$ cat config.mk
export PLATFORM = sky130hd
export DESIGN_NAME = prog_ram_loader
export DESIGN_NICKNAME = d
export VERILOG_FILES = /design/src/rtl/eater_pkg.sv /design/src/rtl/pin_sync.sv /design/src/rtl/prog_ram_loader.sv
export SDC_FILE = /design/constraint.sdc
export NUM_CORES = 1
export LEC_CHECK = 0
export ABC_AREA = 1
export CORE_MARGIN = 2
export CORE_UTILIZATION = 45
export CTS_CLUSTER_DIAMETER = 120
export DETAILED_ROUTE_END_ITERATION = 16
export GPL_TIMING_DRIVEN = 0
export PLACE_DENSITY = 0.71
export SYNTH_ARGS = -nofsm -noshare
export SYNTH_HDL_FRONTEND = slang
export SYNTH_SLANG_ARGS = --single-unit
$ cat constraint.sdc
create_clock -name clk -period 5.1 [get_ports clk]
set_clock_uncertainty 0.15 [all_clocks]
set_input_delay 1.02 -clock clk [delete_from_list [all_inputs] [get_ports clk]]
set_output_delay 1.02 -clock clk [all_outputs]
set_load 0.1 [all_outputs]
$ cat src/rtl/eater_pkg.sv
// Shared constants and types for the 8-bit CPU program memory.
// Default widths, synchroniser depth and word/address typedefs.
package eater_pkg;

   localparam int DATA_W_DEF      = 8;
   localparam int ADDR_W_DEF      = 4;
   localparam int SYNC_STAGES_DEF = 2;

   typedef logic [DATA_W_DEF-1:0] data_t;
   typedef logic [ADDR_W_DEF-1:0] addr_t;

endpackage

$ cat src/rtl/pin_sync.sv
// Multi-flop pin synchroniser with one extra flop for edge detection.
// level is the synchronised pin, rise pulses for one cycle on a 0->1.
module pin_sync #(
   parameter int W      = 1,
   parameter int STAGES = 2
) (
   input  logic         clk,
   input  logic         rst_n,
   input  logic [W-1:0] pin,
   output logic [W-1:0] level,
   output logic [W-1:0] rise
);

   logic [W-1:0] chain [STAGES];
   logic [W-1:0] level_d;

   // shift the pin through the synchroniser chain plus the edge flop
   always_ff @(posedge clk or negedge rst_n) begin
      if (!rst_n) begin
         for (int i = 0; i < STAGES; i++) chain[i] <= '0;
         level_d <= '0;
      end else begin
         chain[0] <= pin;
         for (int i = 1; i < STAGES; i++) chain[i] <= chain[i-1];
         level_d <= chain[STAGES-1];
      end
   end

   assign level = chain[STAGES-1];
   assign rise  = chain[STAGES-1] & ~level_d;

endmodule

$ cat src/rtl/prog_ram_loader.sv
// Program RAM with a pin-driven programming port and a CPU port.
// The programming port always wins; CPU writes in prog mode are dropped.
module prog_ram_loader
   import eater_pkg::*;
#(
   parameter int DATA_W         = DATA_W_DEF,
   parameter int ADDR_W         = ADDR_W_DEF,
   parameter int SYNC_STAGES    = SYNC_STAGES_DEF,
   parameter bit CLEAR_ON_RESET = 1'b1
) (
   input  logic              clk,
   input  logic              rst_n,
   input  logic              prog_mode_pin,
   input  logic              auto_inc_pin,
   input  logic              wr_strobe_pin,
   input  logic [ADDR_W-1:0] prog_addr_pin,
   input  logic [DATA_W-1:0] prog_data_in,
   output logic [DATA_W-1:0] prog_data_out,
   output logic              prog_oe,
   output logic [ADDR_W-1:0] load_ptr,
   input  logic [ADDR_W-1:0] cpu_addr,
   input  logic              cpu_we,
   input  logic [DATA_W-1:0] cpu_wdata,
   output logic [DATA_W-1:0] cpu_rdata,
   output logic              cpu_stall,
   output logic              wr_drop
);

   localparam int DEPTH = 1 << ADDR_W;

   logic [DATA_W-1:0] mem [DEPTH];

   logic pm_s, pm_rise;
   logic ai_s, unused_ai_rise;
   logic st_s, st_rise;

   logic              wp;
   logic              cpu_commit;
   logic              wr_en;
   logic [ADDR_W-1:0] wr_addr;
   logic [DATA_W-1:0] wr_data;
   logic [ADDR_W-1:0] prog_sel;
   logic [DATA_W-1:0] rb_next;
   logic [DATA_W-1:0] cpu_next;

   pin_sync #(.W(1), .STAGES(SYNC_STAGES)) u_pm_sync (
      .clk   (clk),
      .rst_n (rst_n),
      .pin   (prog_mode_pin),
      .level (pm_s),
      .rise  (pm_rise)
   );

   pin_sync #(.W(1), .STAGES(SYNC_STAGES)) u_ai_sync (
      .clk   (clk),
      .rst_n (rst_n),
      .pin   (auto_inc_pin),
      .level (ai_s),
      .rise  (unused_ai_rise)
   );

   pin_sync #(.W(1), .STAGES(SYNC_STAGES)) u_st_sync (
      .clk   (clk),
      .rst_n (rst_n),
      .pin   (wr_strobe_pin),
      .level (st_s),
      .rise  (st_rise)
   );

   // arbitrate the single write port and form write-first read data
   always_comb begin
      wp         = st_rise & pm_s;
      cpu_commit = cpu_we & ~pm_s;
      prog_sel   = ai_s ? load_ptr : prog_addr_pin;
      wr_en      = 1'b0;
      wr_addr    = cpu_addr;
      wr_data    = cpu_wdata;
      if (wp) begin
         wr_en   = 1'b1;
         wr_addr = prog_sel;
         wr_data = prog_data_in;
      end else if (cpu_commit) begin
         wr_en = 1'b1;
      end
      rb_next  = mem[prog_sel];
      cpu_next = mem[cpu_addr];
      if (wr_en && wr_addr == prog_sel) rb_next = wr_data;
      if (wr_en && wr_addr == cpu_addr) cpu_next = wr_data;
   end

   generate
      if (CLEAR_ON_RESET) begin : g_mem_clr
         // RAM array, zeroed by reset
         always_ff @(posedge clk or negedge rst_n) begin
            if (!rst_n) begin
               for (int i = 0; i < DEPTH; i++) mem[i] <= '0;
            end else if (wr_en) begin
               mem[wr_addr] <= wr_data;
            end
         end
      end else begin : g_mem_keep
         // RAM array, contents survive reset; no write while in reset
         always_ff @(posedge clk) begin
            if (rst_n && wr_en) mem[wr_addr] <= wr_data;
         end
      end
   endgenerate

   // load pointer: preload on mode entry, bump on auto-inc writes
   always_ff @(posedge clk or negedge rst_n) begin
      if (!rst_n) begin
         load_ptr <= '0;
      end else if (wp && ai_s) begin
         load_ptr <= load_ptr + 1'b1;
      end else if (pm_rise) begin
         load_ptr <= prog_addr_pin;
      end
   end

   // registered read data for both ports and the drop pulse
   always_ff @(posedge clk or negedge rst_n) begin
      if (!rst_n) begin
         prog_data_out <= '0;
         cpu_rdata     <= '0;
         wr_drop       <= 1'b0;
      end else begin
         prog_data_out <= rb_next;
         cpu_rdata     <= cpu_next;
         wr_drop       <= cpu_we & pm_s;
      end
   end

   assign prog_oe   = pm_s & ~st_s;
   assign cpu_stall = pm_s;

endmodule
Word level (Yosys, flattened, before mapping)
Index checks and enable logic that the tools add are counted.
{"block": "word_totals", "out_inout_bits": 23, "rom_bits": 0, "mem_count": 0, "reg_bits": 157, "word_cells": 71, "ram_bits": 0, "latch_bits": 0}
{"block": "classes", "addsub": 1, "mul": 0, "n_lt_le_gt_ge": 4, "n_shift": 0, "bitwise_logic": 13, "div": 0, "n_reduce_logical": 5, "eq_ne": 2, "muxes": 18}
{"op": "bitwise mux 128 bit", "count": 1}
{"op": "binary-select mux 8 bit (select 4 bit)", "count": 2}
{"op": "2-to-1 mux 8 bit", "count": 8}
{"op": "demux 8 bit (select 4 bit)", "count": 1}
{"op": "2-to-1 mux 4 bit", "count": 4}
{"op": "greater-or-equal comparator 5 bit (second input constant)", "count": 3}
{"op": "NOT 4 -> 5 bit", "count": 3}
{"op": "equality test 4 bit", "count": 2}
{"op": "AND 1 bit", "count": 6}
{"op": "< comparator 5 x 1 -> 1 bit (second input constant)", "count": 1}
{"op": "adder 4 x 1 -> 4 bit (second input constant)", "count": 1}
{"op": "logical AND 1 bit", "count": 4}
{"op": "NOT 1 bit", "count": 4}
{"op": "2-to-1 mux 1 bit", "count": 2}
{"op": "nonzero test 2 bit", "count": 1}

Logic depth before layout (Yosys ltp)
{"block": "logic_depth", "depth_word": 10, "ltp_mapped": 13, "ltp_nobuf": 10}

Hierarchy
A second synthesis with hierarchy kept.
{"block": "unflattened", "hier_cells": 1253, "area_unflattened_um2": 9200.1}
{"module": "prog_ram_loader", "n_inst": 1, "cells_per_inst": 1238, "area_per_inst_um2": 8944.8}
{"module": "pin_sync", "n_inst": 3, "cells_per_inst": 5, "area_per_inst_um2": 85.1}

Least setup slack after synthesis
OpenSTA, ideal clock, no wires.
{"block": "synth_timing", "path_kind": "reg2out", "start": "register u_pm_sync.chain, in the netlist u_pm_sync.level", "end": "output prog_oe", "required_time_ns": 3.930, "slack_ns": 1.488, "n_path_buf": 0, "arrival_time_ns": 2.442, "path_stages_with_launch": 3, "path_cell_list": "dfrtp_1 > inv_1 > nor2_1"}
{"block": "synth_between", "elab_chain_cells": 1}
{"element": "start, declared", "line_no": "pin_sync.sv:14", "text": "logic [W-1:0] chain [STAGES];"}
{"element": "AND 1 bit", "line_no": "prog_ram_loader.sv:133", "text": "assign prog_oe = pm_s & ~st_s;"}
{"element": "end, declared", "line_no": "prog_ram_loader.sv:19", "text": "output logic prog_oe,"}
Every way passes these cells.

Worst setup path after layout
{"block": "layout_timing", "start": "input prog_addr_pin[0]", "end": "register mem[6] (netlist bit)"}
{"block": "layout_between", "elab_chain_cells": 8}
{"element": "start, declared", "line_no": "prog_ram_loader.sv:16", "text": "input logic [ADDR_W-1:0] prog_addr_pin,"}
{"element": "2-to-1 mux 4 bit *", "line_no": "prog_ram_loader.sv:74", "text": "prog_sel = ai_s ? load_ptr : prog_addr_pin;"}
{"element": "2-to-1 mux 4 bit *", "line_no": "prog_ram_loader.sv:78", "text": "if (wp) begin"}
{"element": "NOT 4 -> 5 bit (not written as such) *", "line_no": "prog_ram_loader.sv:98", "text": "mem[wr_addr] <= wr_data;"}
{"element": "greater-or-equal comparator 5 bit (not written as such) or < comparator 5 x 1 -> 1 bit (tied branches)", "line_no": "prog_ram_loader.sv:98"}
{"element": "logical AND 1 bit (not written as such)", "line_no": "prog_ram_loader.sv:98"}
{"element": "2-to-1 mux 8 bit (not written as such)", "line_no": "prog_ram_loader.sv:98"}
{"element": "demux 8 bit (select 4 bit) *", "line_no": "prog_ram_loader.sv:98"}
{"element": "bitwise mux 128 bit *", "line_no": "prog_ram_loader.sv:98"}
{"element": "end signal, assigned by index", "line_no": "prog_ram_loader.sv:98"}
{"element": "end, declared", "line_no": "prog_ram_loader.sv:31", "text": "logic [DATA_W-1:0] mem [DEPTH];"}
Every way passes the cells marked *; elsewhere a longest branch is shown, timed or not.
A chain may end at the register's enable or synchronous reset.

==> flow_metrics.tcl <==
set metrics [dict create \
    critPathMaxFanout 10 \
    grt_max_degree 100 \
    clk_latency_ns 0.45 \
    vdd_ir_drop_max_uv 286 \
    finalInstanceArea_um2 10400 \
    crit_top_cell "nand2_1" \
    start_util_pct 45.9 \
    syn-num-nets 1305 \
    layout_common_cells "nand2_1 (345), nand3_1 (269), dfrtp_1 (157)" \
    drt-total-wl_mm 37.0 \
    power.total_uw 4640 \
    postCtsSetupBuffers 0 \
    cts_made_buffers 17 \
    sw_frac_of_total_pct 41.4 \
    synth_area_um2 8960 \
    worstMarginPinSlew_ns 0.991 \
    antenna_found_initial 0 \
    place_ws_ns 1.27 \
    leakagePower_uw 0.00497 \
    clk_path_buf_depth 2 \
    critPathSlowestCell "nor2_1" \
    critPathTopFamily "simple AND/OR/NAND/NOR gates" \
    status "completed" \
    critical_path_arrival_ns 3.63 \
    routedWlPerCell_um 22.8 \
    num_rows 51 \
    setup_violations 0 \
    hpwl_mm 28.0 \
    dieArea_um2 21100 \
    dr.first_iter.drc_count 1232 \
    yosysSeqAreaShare_pct 43.8 \
    hold_class "flip-flop to flip-flop" \
    place_inst 1591 \
    via_per_inst 5.78 \
    crit_buf_inv 2 \
    ys_types 30 \
    max_cap_violations 0 \
    ctsHoldBuffers 0 \
    critical_path_required_ns 5.24 \
    min_period_ns 3.48 \
    die_h_um 145 \
    cts_htree_levels 4 \
    synthCells 1274 \
    numPortBuffers 51 \
    path_cells "clkdlybuf4s50_1, nand2_1, nand2_1, nand2_1, o21ai_2, nand2_1, nor2_1, nand2_1, clkbuf_1, nand2_1, o21ai_0" \
    powerDensity_nw_per_um2 447 \
    drv_slew 0 \
    slew_headroom_pct 33.7 \
    area_growth_pct 16.0 \
    cts.repair.resized 0 \
    layout.nets 1376 \
    p_sw_uw 1920 \
    clkSinkCount 157 \
    postPlaceCellArea_um2 9830 \
    end_kind "flip-flop" \
    drc_errors 0 \
    coreArea_um2 19500 \
    crit_type "input port to flip-flop" \
    start_kind "input port" \
    combPwrFrac_pct 34.2 \
    synth-seq-cells 157 \
    layoutNonFillerInstCount 1623 \
    finalCritPeriodShare_pct 68.3 \
    grt-ovfl-total 0 \
    grt_pass1_wl_mm 55.6 \
    ys_warn_count 0 \
    cts_root_buf "clkbuf_16" \
    drive_gt1_share_pct 4.64 \
    synth_area_per_cell_um2 7.03 \
    max_freq_mhz 287 \
    track_usage_pct 35.5 \
    finalWeightedCongestion 1.01 \
    grt_setup_unrepaired "false" \
    intPower_uw 2720 \
    slowest_delay_ns 0.58 \
    power_frac_clock_pct 26.7 \
    clk_pin_slew_ns 0.07 \
    antenna_left 0 \
    layout_commonest_cell "nand2_1" \
    r2r_setup_slack_ns 1.99 \
    cts_tree "built" \
    fin_ws_ns 1.62 \
    dieWidth_um 145 \
    grt_pass1_vias 8709 \
    drt_pass1_iterations 6 \
    via_count 9383 \
    ios 53 \
    p_seq_share_pct 39.1 \
    setup_tns_ns 0 \
    diodes 0 \
    hold_violations 0 \
]
[cells in the mapped netlist (all sizes together)]
master	count	area [um2]
and3	1	6.26
dfrtp	157	3930
nand3b	15	113
a31oi	1	6.26
inv	142	533
clkbuf	58	218
clkinv	3	11.3
nor3	1	10.0
nand2	346	1300
o21ai	162	833
o22ai	1	6.26
and2	8	50.1
nand3	269	1350
nor2	10	45.1
a21oi	60	308
o211ai	10	75.1
ha	1	12.5
o221ai	1	8.76
xor2	1	8.76
nor3b	1	12.5
buf	26	128
[area by class of cell]
cell class / count / area, um2
Inverter: 145 / 544
Tap cell: 265 / 332
Multi-Input combinational cell: 888 / 4140
Clock buffer: 21 / 450
Sequential cell: 157 / 3930
Buffer: 84 / 345
Fill cell: 2009 / 9130
Timing Repair Buffer: 52 / 539
Clock inverter: 11 / 110
[flip-flops by register name, summed over array words and instances, names as in the netlist]
signal / flops
u_pm_sync.level: 1
mem: 128
cpu_rdata: 8
u_ai_sync.chain: 1
load_ptr: 4
u_pm_sync.chain: 1
u_st_sync.level: 1
u_pm_sync.level_d: 1
u_st_sync.level_d: 1
prog_data_out: 8
u_ai_sync.level: 1
u_st_sync.chain: 1
wr_drop: 1
[logic make-up after synthesis]
kind of cell,synth area share [%]
buffers and inverters,9.93
and+or+nand+nor,32.2
DFF,43.8
xor gates and xnor gates,0.0978
AOI/OAI and AO/OA,13.8
adders and majority gates,0.140
[layer usage]
| layer | vias to the layer above | global-route usage (%) | wire (um) |
|---|---|---|---|
| met1 | 4471 | 50.3 | 16000 |
| met3 | 82 | 8.08 | 3450 |
| met5 | - | 0 | 0 |
| met2 | 510 | 53.7 | 16300 |
| met4 | 0 | 12.1 | 1240 |
| li1 | 4320 | - | - |
[worst register-to-register path: stages (launching register included)]
cell	delay [ns]
dfrtp_1	0.40
nand2_1	0.09
nor2_2	0.25
buf_4	0.27
nand2_1	0.10
o21ai_2	0.11
nand2_1	0.08
nor2_1	0.58
nand2_1	0.42
clkbuf_1	0.34
nand2_1	0.11
o21ai_0	0.08
[through the flow]
step / hold WS (ns) / utilization, %
6_report: 0.205 / 53.2
3_5_place_dp: 0.193 / 50.4
4_1_cts: 0.210 / 53.2
5_1_grt: 0.216 / 53.2
2_1_floorplan: 0.181 / -
3_3_place_gp: 0.182 / 50.2
[power groups by stage]
stage,combinational (uW),clock (uW),sequential [uW]
floorplan,798,0,2000
global placement,1520,0,1820
detailed placement,1540,0,1820
finish,1590,1240,1820
CTS,1550,1250,1810
global route,1720,1300,1850
[path summary, 6_finish.rpt]
| kind | startpoint | to | depth (start not counted) |
|---|---|---|---|
| worst max-delay path | prog_addr_pin[0] | mem[6] | 11 |
| worst min-delay path | u_st_sync.chain[1] | u_st_sync.level | 0 |
| worst max register to register | u_pm_sync.level | mem[6] | 11 |
| worst min register to register | u_st_sync.chain[1] | u_st_sync.level | 0 |
| max in group asynchronous | rst_n | mem[70] | 2 |
| min in group asynchronous | rst_n | u_ai_sync.level | 1 |
Power figures use the tool's default switching activity.
